[src/rtl/col_input_ctrl.sv]
// Column input controller: buffers one operand per PE row, then issues them down the column.
// Define COL_INPUT_CTRL_BCAST_EN to issue all rows in a single broadcast cycle.
module col_input_ctrl #(
    parameter int unsigned ROWS    = 8,
    parameter int unsigned INWIDTH = 16
) (
    input  logic               clk,
    input  logic               rstn,
    input  logic [INWIDTH-1:0] in_w,
    input  logic               wvalid,
    output logic               wready,
    input  logic               flush,
    output logic [INWIDTH-1:0] out_d [0:ROWS-1],
    output logic               out_v [0:ROWS-1],
    output logic               busy,
    output logic               done
);

    localparam int unsigned CW = $clog2(ROWS);
    localparam logic [CW-1:0] LAST = CW'(ROWS - 1);

    typedef enum logic {StFill, StIssue} state_e;

    state_e             r_state;
    state_e             w_state_d;
    logic [INWIDTH-1:0] r_buf   [0:ROWS-1];
    logic [INWIDTH-1:0] r_out_d [0:ROWS-1];
    logic               r_out_v [0:ROWS-1];
    logic [CW-1:0]      r_icnt;
    logic               r_done;
    logic               w_accept;
`ifndef COL_INPUT_CTRL_BCAST_EN
    logic [CW-1:0]      r_ocnt;
`endif

    // rstn gates wready so nothing is accepted while reset is held
    assign wready   = rstn && (r_state == StFill);
    assign busy     = (r_state == StIssue);
    assign w_accept = wvalid && wready && !flush;
    assign done     = r_done;

    always_comb begin
        for (int r = 0; r < ROWS; r++) begin
            out_d[r] = r_out_d[r];
            out_v[r] = r_out_v[r];
        end
    end

    always_comb begin
        w_state_d = r_state;
        if (flush) begin
            w_state_d = StFill;
        end else begin
            case (r_state)
                StFill: begin
                    if (w_accept && r_icnt == LAST) w_state_d = StIssue;
                end
                StIssue: begin
`ifdef COL_INPUT_CTRL_BCAST_EN
                    w_state_d = StFill;
`else
                    if (r_ocnt == LAST) w_state_d = StFill;
`endif
                end
                default: w_state_d = StFill;
            endcase
        end
    end

    // Operand storage is never reset or flushed; a full fill always precedes an issue.
    always_ff @(posedge clk) begin
        if (w_accept) r_buf[r_icnt] <= in_w;
    end

    always_ff @(posedge clk) begin
        if (!rstn) begin
            r_state <= StFill;
            r_icnt  <= '0;
            r_done  <= 1'b0;
            for (int r = 0; r < ROWS; r++) begin
                r_out_v[r] <= 1'b0;
                r_out_d[r] <= '0;
            end
`ifndef COL_INPUT_CTRL_BCAST_EN
            r_ocnt  <= '0;
`endif
        end else begin
            r_state <= w_state_d;
            r_done  <= 1'b0;
            for (int r = 0; r < ROWS; r++) r_out_v[r] <= 1'b0;
            if (flush) begin
                r_icnt <= '0;
`ifndef COL_INPUT_CTRL_BCAST_EN
                r_ocnt <= '0;
`endif
            end else if (w_accept) begin
                r_icnt <= (r_icnt == LAST) ? '0 : r_icnt + 1'b1;
            end else if (r_state == StIssue) begin
`ifdef COL_INPUT_CTRL_BCAST_EN
                for (int r = 0; r < ROWS; r++) begin
                    r_out_v[r] <= 1'b1;
                    r_out_d[r] <= r_buf[r];
                end
                r_done <= 1'b1;
`else
                r_out_v[r_ocnt] <= 1'b1;
                r_out_d[r_ocnt] <= r_buf[r_ocnt];
                if (r_ocnt == LAST) begin
                    r_ocnt <= '0;
                    r_done <= 1'b1;
                end else begin
                    r_ocnt <= r_ocnt + 1'b1;
                end
`endif
            end
        end
    end

endmodule

[config.mk]
export PLATFORM = sky130hd
export DESIGN_NAME = col_input_ctrl
export DESIGN_NICKNAME = d
export VERILOG_FILES = /design/src/rtl/col_input_ctrl.sv
export SDC_FILE = /design/constraint.sdc
export NUM_CORES = 1
export LEC_CHECK = 0
export ABC_AREA = 1
export CAP_MARGIN = 0
export CORE_ASPECT_RATIO = 0.6
export CORE_MARGIN = 2
export CORE_UTILIZATION = 56
export CTS_BUF_LIST = sky130_fd_sc_hd__clkbuf_4 sky130_fd_sc_hd__clkbuf_8
export CTS_CLUSTER_DIAMETER = 150
export DETAILED_ROUTE_END_ITERATION = 10
export HOLD_SLACK_MARGIN = 0.15
export PLACE_DENSITY = 0.82
export SYNTH_ARGS = -nofsm -noshare
export SYNTH_HDL_FRONTEND = slang
export SYNTH_SLANG_ARGS = --single-unit
[constraint.sdc]
create_clock -name clk -period 3.1 [get_ports clk]
set_input_delay 0.62 -clock clk [delete_from_list [all_inputs] [get_ports clk]]
set_output_delay 0.62 -clock clk [all_outputs]
set_load 0.005 [all_outputs]
# After elaboration in Yosys (flattened, before gate mapping)
# Memory sizes are Yosys's and may differ from the RTL's. A register that Yosys moved wholly into a read port is not among the register bits.
# Index checks and enable logic that the tools add are counted.
[op_classes]
add_sub_neg = 2
eq_ne = 2
n_mux = 28
bitwise_logic = 11
n_reduce_logical = 9
[op_table]
columns = ["operator", "n"]
rows = [
  ["1-bit 2-to-1 mux", 21],
  ["16-bit 2-to-1 mux", 1],
  ["16-bit OR reduction", 1],
  ["3-bit 2-to-1 mux", 5],
  ["1-bit bitwise OR", 8],
  ["3-bit by 1-bit adder with 3-bit output (second input constant)", 2],
  ["3-bit == test (second input constant)", 2],
  ["1-bit logical AND", 4],
  ["4-bit OR reduction", 1],
  ["1-bit inverter", 3],
  ["1-bit one-hot mux with 2 select lines", 1],
  ["2-bit AND reduction", 1],
  ["2-bit OR reduction", 1],
  ["1-bit logical NOT", 1],
]
[totals]
regBits = 8
ram_bits = 264
input_bits = 20
out_inout_bits = 139
mem_count = 3
[memory_table]
columns = ["name", "depth", "word_bits", "rd", "rd_ports_with_merged_regs", "write_ports", "line_no", "source"]
rows = [
  ["r_buf", 8, 16, 1, 1, 1, "26", "logic [INWIDTH-1:0] r_buf [0:ROWS-1];"],
  ["r_out_d", 8, 16, 8, 0, 8, "27", "logic [INWIDTH-1:0] r_out_d [0:ROWS-1];"],
  ["r_out_v", 8, 1, 8, 0, 9, "28", "logic r_out_v [0:ROWS-1];"],
]

# Logic depth before layout (Yosys ltp)
# Gate-level depths: netlist of the first run.
[depth]
word_depth = 10
depth_mapped = 8
mapped_depth_nobuf = 7

# Worst setup path before layout of the first run
# No wires, ideal clock.
[synth_path]
kind = "input to register"
startpoint = "in rstn"
endpoint = "mem r_buf[2][0] (enable)"
arrival_ns = 2.300
t_required_ns = 2.691
setup_slack_ns = 0.391
path_stages = 5
path_buffers = 1
cell_sequence = "buf_6 > nand2_4 > nor2_1 > nand2_1 > nor3_1"
[synth_via]
elab_chain_cells = 5
[synth_lines]
columns = ["element", "line_no", "source"]
rows = [
  ["start, declared", "8", "input logic rstn,"],
  ["1-bit logical AND", "37", "assign wready = rstn && (r_state == StFill);"],
  ["1-bit logical AND (2 in series)", "39", "assign w_accept = wvalid && wready && !flush;"],
  ["1-bit 2-to-1 mux", "72", "if (w_accept) r_buf[r_icnt] <= in_w;"],
  ["1-bit 2-to-1 mux (implied by the code)", "72", ""],
  ["end, declared", "26", ""],
]
# Every way passes these cells.

# Worst setup path in the final report of the first run
[layout_path]
startpoint = "in rstn"
endpoint = "out wready"
[layout_via]
elab_chain_cells = 1
[layout_lines]
columns = ["element", "line_no", "source"]
rows = [
  ["1-bit logical AND", "37", ""],
  ["end, declared", "11", "output logic wready,"],
]
# Every way passes these cells.

==> results of run 1 <==
[state kept, by name (all words and copies together) (netlist names), named ones only]
name,count
r_icnt,3
r_out_v,8
done,1
r_out_d,128
r_buf,128
r_ocnt,3
busy,1
[through the flow]
step	power (mW)	setup slack [ps]	instances	hold WS, ps	instance area, um^2
finish	7.40	478	1355	528	13500
global route	7.59	422	1355	545	13500
CTS	7.40	485	1355	526	13500
detailed placement	4.51	413	1285	517	12700
global placement	4.50	489	1285	489	12700
floorplan	4.28	391	896	470	10800
[Yosys cell counts]
| library cell | number | area, um^2 |
|---|---|---|
| edfxtp_1 | 256 | 7690 |
| nand2_1 | 162 | 608 |
| o21ai_0 | 3 | 15.0 |
| a211oi_1 | 1 | 7.51 |
| buf_2 | 16 | 80.1 |
| nand2_8 | 1 | 20.0 |
| dfxtp_1 | 19 | 380 |
| or2_2 | 1 | 6.26 |
| a21oi_1 | 6 | 30.0 |
| nor2_1 | 139 | 522 |
| nand2_2 | 2 | 12.5 |
| nand3_1 | 98 | 490 |
| nor2_8 | 2 | 40.0 |
| clkinv_4 | 1 | 8.76 |
| buf_4 | 10 | 75.1 |
| nor3_1 | 2 | 10.0 |
| clkbuf_1 | 5 | 18.8 |
| buf_6 | 9 | 101 |
| inv_2 | 2 | 7.51 |
| ha_1 | 4 | 50.1 |
| inv_1 | 148 | 556 |
| nand2_4 | 9 | 101 |
[path summary, 6_finish.rpt]
check,from,end,slack (ps),cells past startpoint
setup / recovery,rstn,wready,480,4
setup reg to reg,register,r_out_d[1][6],1020,6
hold / removal,r_icnt[0],r_icnt[0],530,2
hold reg to reg,r_icnt[0],r_icnt[0],530,2
[power by group through the flow]
| stage | clock (mW) | combinational [mW] | sequential [mW] |
|---|---|---|---|
| after CTS | 2.97 | 0.286 | 4.15 |
| after global routing | 3.13 | 0.304 | 4.15 |
| after floorplan | 0 | 0.0588 | 4.22 |
| final | 2.96 | 0.286 | 4.14 |
| after detailed placement | 0 | 0.284 | 4.22 |
| after global placement | 0 | 0.275 | 4.22 |
[cells by family after synthesis]
family                     after synthesis  synth area share
and+or+nand+nor                        416             0.167
buffers and inverters                  191            0.0782
adders and majority gates                4           0.00462
DFF                                    275             0.745
AOI/OAI and AO/OA                       10           0.00485
[critical path, cell delays in order]
cell             delay, ps
clkdlybuf4s50_1        670
inv_1                   90
nor2_1                 110
clkdlybuf4s50_1        510
[per-layer routing]
metal  vias up  share of wire
li1       3271              -
met1      3442           0.39
met2       502           0.46
met3        60           0.13
met4         0          0.025
met5         -              0
[cell type report]
class                           count  area (um^2)  area share
Inverter                          151          572      0.0425
Tap cell                          246          308      0.0229
Sequential cell                   275         8070       0.599
Multi-Input combinational cell    430         1920       0.143
Timing Repair Buffer              183         1780       0.132
Clock buffer                       67          772      0.0573
Clock inverter                      3         40.0     0.00297
==> results.md, run 1 <==
* Status: complete, no violations
* Htree depth at 2
* HP Class: reg2reg
* CP Launch Type: input port
* Sw frac at 0.202
* Antenna Nets Post-Route at 0
* Post-layout util at 0.709
* Input/output buffers at about 160
* CTS tree: done
* Mapped Avg Cell Area at around 12 um^2
* Required time at the worst-slack endpoint at roughly 2500 ps
* Cell internal pwr at ~6 mW
* CTS sink cnt at about 280
* Insertion delay to the later sink of the worst-skew pair at ~520 ps
* Cts repair resizes at 0
* GR Util met3 at 0.0559
* Cell leakage power at around 5.6 nW
* # Max-Cap Violations at 0
* Clock power share at 0.401
* Top Usage Layer GRT: met2
* Synthesized instance count at between 800 and 900
* CTS buffer count at 38
* Layout area overhead at 24.4%
* Worst vdd ir at between 0.3 and 0.4 mV
* Slew Viols, Final at 0
* Row cnt at 39
* CP Max Fanout at 3
* Die height at approximately 110 um
* Most frequent cells in the layout: edfxtp_1 (256), nand2_1 (162), clkdlybuf4s50_1 (158)
* Most common cell after layout, fill and taps aside: edfxtp_1
* Worst slew pin tran at around 700 ps
* Syn_nets at 920
* Final Cycle Share at 0.846
* Comb power frac at 0.039
* Die X at approximately 180 um
* RSZ-0062 raised after global routing: false
* Sum Neg Setup Slack at 0 ps
* CTS clk-pin slew, worst paths at around 60 ps
* Final setup vio count at 0
* Core Footprint at roughly 19000 um^2
* Vias at roughly 7.3k
* Relative slew slack at 0.532
* Initial DRC Count at ~970
* Clock Tree Buf Depth at 3
* Share of cells above drive strength 1 at 0.105
* First-pass GRT wire length at around 40000 um
* Total Wirelength at ~26000 um
* Drt via density at ~5.4
* Gpl congestion at ~0.83
* Grt total ovfl at 0
* Yosys cell types at 22
* Ant. Diodes at 0
* Vias in the first global route at 6976
* M1 GR Usage at 0.377
* CP Capture Type: primary output
* Initial cell density of the core at 0.570
* Clk root buf: clkbuf_8
* Number of post-CTS setup repair buffers at 0
* Drt wl/cell at slightly below 20 um
* Final hold violation count at 0
* Largest net degree at the start of global routing at 65
* Post-route DRC at 0
* Sequential share of the synthesized area at 0.745
* Crit Path Class: in2out
* Sequential Power Share at 0.560
* Post-Syn Area at around 11000 um^2
* Switching power at about 1.5 mW
* 1st-pass router iterations at 6
* GRT Util Overall at 0.260
* Post-DP HPWL at 17200 um
* Synth warn at 0
* Fillers at approximately 1.2k
* Register bit total from synthesis at about 280
* Met2 track demand over resource at 0.397
* Worst EP arrival at roughly 2000 ps
* PwrDens at 549 nW/um^2
* Fmax at approximately 380 MHz
* Initial antenna violation count at 0
* I/O pins at 159
* Period minus WS final at approximately 2600 ps
* Die area at ~20000 um^2
* Layout Nets at 1103
* Hold Buf Count CTS at 0
* Clk_skew at 17.6 ps
Power figures use the tool's default switching activity.
==> run 2, diff against run 1 <==
==> constraint.sdc (replaced) <==
create_clock -name clk -period 2.57 [get_ports clk]
set_input_delay 0.514 -clock clk [delete_from_list [all_inputs] [get_ports clk]]
set_output_delay 0.514 -clock clk [all_outputs]
set_load 0.005 [all_outputs]
==> run 2 against run 1 <==
  * Register-to-register slack worse by 480 ps
  * Sequential power is 21% higher
  * Flip-flop and latch count unchanged
  * Hold slack got worse by 12 ps
  * Core utilization grew 0.21 points
  * Critical path depth did not move
  * Clock-buffer cell count is 8 lower
  * Highest routed layer unchanged
==> results.md, run 2 (same netlist as run 1, synthesis figures left out) <==
* Status: complete, no violations (unchanged)
* Relative slew slack at 0.548 (was 0.532)
* DP Area at 12800 um^2 (was 12700 um^2)
* Crit Path Class: in2out (unchanged)
* Post-DP HPWL at 17900 um (was 17200 um)
* CP Max Fanout at 3 (unchanged)
* Clock Tree Buf Depth at 3 (unchanged)
* Antenna Nets Post-Route at 0 (unchanged)
* CTS tree: done (unchanged)
* Required time at the worst-slack endpoint at 2060 ps (was 2480 ps)
* Die X at 184 um (unchanged)
* Insertion delay to the later sink of the worst-skew pair at 530 ps (was 520 ps)
* Htree depth at 2 (unchanged)
* Vias at 7296 (was 7275)
* I/O pins at 159 (unchanged)
* Initial cell density of the core at 0.570 (unchanged)
* Biggest regs: r_buf (128), r_out_d (128), r_out_v (8) (unchanged)
* Clk root buf: clkbuf_8 (unchanged)
* CTS sink cnt at 275 (unchanged)
* Total Wirelength at 26300 um (was 26400 um)
* Clk_skew at 31.8 ps (was 17.6 ps)
* Worst slew pin tran at 678 ps (was 701 ps)
* CTS buffer count at 38 (unchanged)
* Cts repair resizes at 0 (unchanged)
* Core Footprint at 19000 um^2 (unchanged)
* 1st-pass router iterations at 5 (was 6)
* Number of post-CTS setup repair buffers at 0 (unchanged)
* GRT Util Overall at 0.261 (was 0.260)
* Drt wl/cell at 19.3 um (was 19.5 um)
* Cell internal pwr at 6.85 mW (was 5.90 mW)
* Fmax at roughly 440 MHz
* Die height at 112 um (unchanged)
* Most common cell after layout, fill and taps aside: edfxtp_1 (unchanged)
* Share of cells above drive strength 1 at 0.107 (was 0.105)
* Initial DRC Count at 955 (was 965)
* Initial antenna violation count at 0 (unchanged)
* Slew Viols, Final at 0 (unchanged)
* Period minus WS final at between 2000 and 2500 ps
* Gpl congestion at 0.820 (was 0.833)
* Layout Nets at 1115 (was 1103)
* Die area at 20500 um^2 (unchanged)
* Post-layout instance area at 13500 um^2 (about the same)
* CP Capture Type: primary output (unchanged)
* Worst vdd ir at 0.419 mV (was 0.332 mV)
* Sw frac at 0.205 (was 0.202)
* Final hold violation count at 0 (unchanged)
* Sum Neg Setup Slack at 0 ps (unchanged)
* Hold Buf Count CTS at 0 (unchanged)
* Layout area overhead at 24.7% (was 24.4%)
* Largest net degree at the start of global routing at 65 (unchanged)
* First-pass GRT wire length at 40400 um (was 39800 um)
* Setup slack after layout at 290 ps (was 478 ps)
* Row cnt at 39 (unchanged)
* Comb power frac at 0.042 (was 0.039)
* Most frequent cells in the layout: edfxtp_1 (256), nand2_1 (162), clkdlybuf4s50_1 (158) (unchanged)
* Switching power at 1.77 mW (was 1.50 mW)
* # Max-Cap Violations at 0 (unchanged)
* Ant. Diodes at 0 (unchanged)
* Drt via density at 5.35 (was 5.37)
* Final Cycle Share at 0.887
* RSZ-0062 raised after global routing: false (unchanged)
* Vias in the first global route at 7080 (was 6976)
* Worst EP arrival at 1770 ps (was 2000 ps)
* Fin cells at 1363 (was 1355)
* Sequential Power Share at 0.580 (was 0.560)
* Cell count after placement at 1297 (was 1285)
* Post-route DRC at 0 (unchanged)
* Pre-CTS setup slack at 126 ps (was 413 ps)
* Final setup vio count at 0 (unchanged)
* CTS clk-pin slew, worst paths at 70 ps (was 60 ps)
* Grt total ovfl at 0 (unchanged)
* Cell leakage power at 5.59 nW (was 5.58 nW)
* Input/output buffers at 158 (unchanged)
* CP Launch Type: input port (unchanged)
* PwrDens at 638 nW/um^2 (was 549 nW/um^2)
* Clock power share at 0.379 (was 0.401)
* HP Class: reg2reg (unchanged)
* Fillers at 1231 (was 1173)
## run 2: worst max-delay path: stages
cell and delay [ps]:
clkdlybuf4s50_1 570, inv_1 80, nor2_1 90, clkdlybuf4s50_1 500
## run 2: through the flow
stage	total power [mW]	util	hold WS, ps
3_5_place_dp	5.45	0.673	499
5_1_grt	8.88	0.711	549
2_1_floorplan	5.17	-	470
4_1_cts	8.66	0.711	513
3_3_place_gp	5.44	0.673	496
6_report	8.61	0.711	515
## run 2: routing by layer
metal  up-vias  routed length (um)  part of all wire  global-route usage
li1       3297                   -                 -                   -
met1      3498               11100              0.42               0.398
met2       450               11800              0.45               0.388
met3        51                2900              0.11              0.0527
met4         0                 500             0.019              0.0731
met5         -                   0                 0                   0
## run 2: power by group through the flow
stage / Clock, mW / Combinational [mW] / Sequential, mW
after floorplan: 0 / 0.0712 / 5.09
after CTS: 3.30 / 0.359 / 5.00
after global routing: 3.51 / 0.379 / 5.00
after global placement: 0 / 0.347 / 5.09
after detailed placement: 0 / 0.356 / 5.09
final: 3.26 / 0.358 / 5.00
## run 2: final timing paths
path              startpoint             to  slack, ps  cells after the start
hold reg to reg    r_icnt[0]      r_icnt[0]        520                      2
hold / removal     r_icnt[0]      r_icnt[0]        520                      2
setup / recovery        rstn         wready        290                      4
setup reg to reg    register  r_out_d[4][2]        540                      6
## run 2: final cells by class
type	count	area [um^2]	area share
flip-flops and latches	275	8070	0.597
multi-input cells	430	1920	0.142
repair buffers	195	1910	0.141
clock buffers	59	693	0.0513
inverters	151	572	0.0423
well taps	246	308	0.0228
clock inverters	7	31.3	0.00232
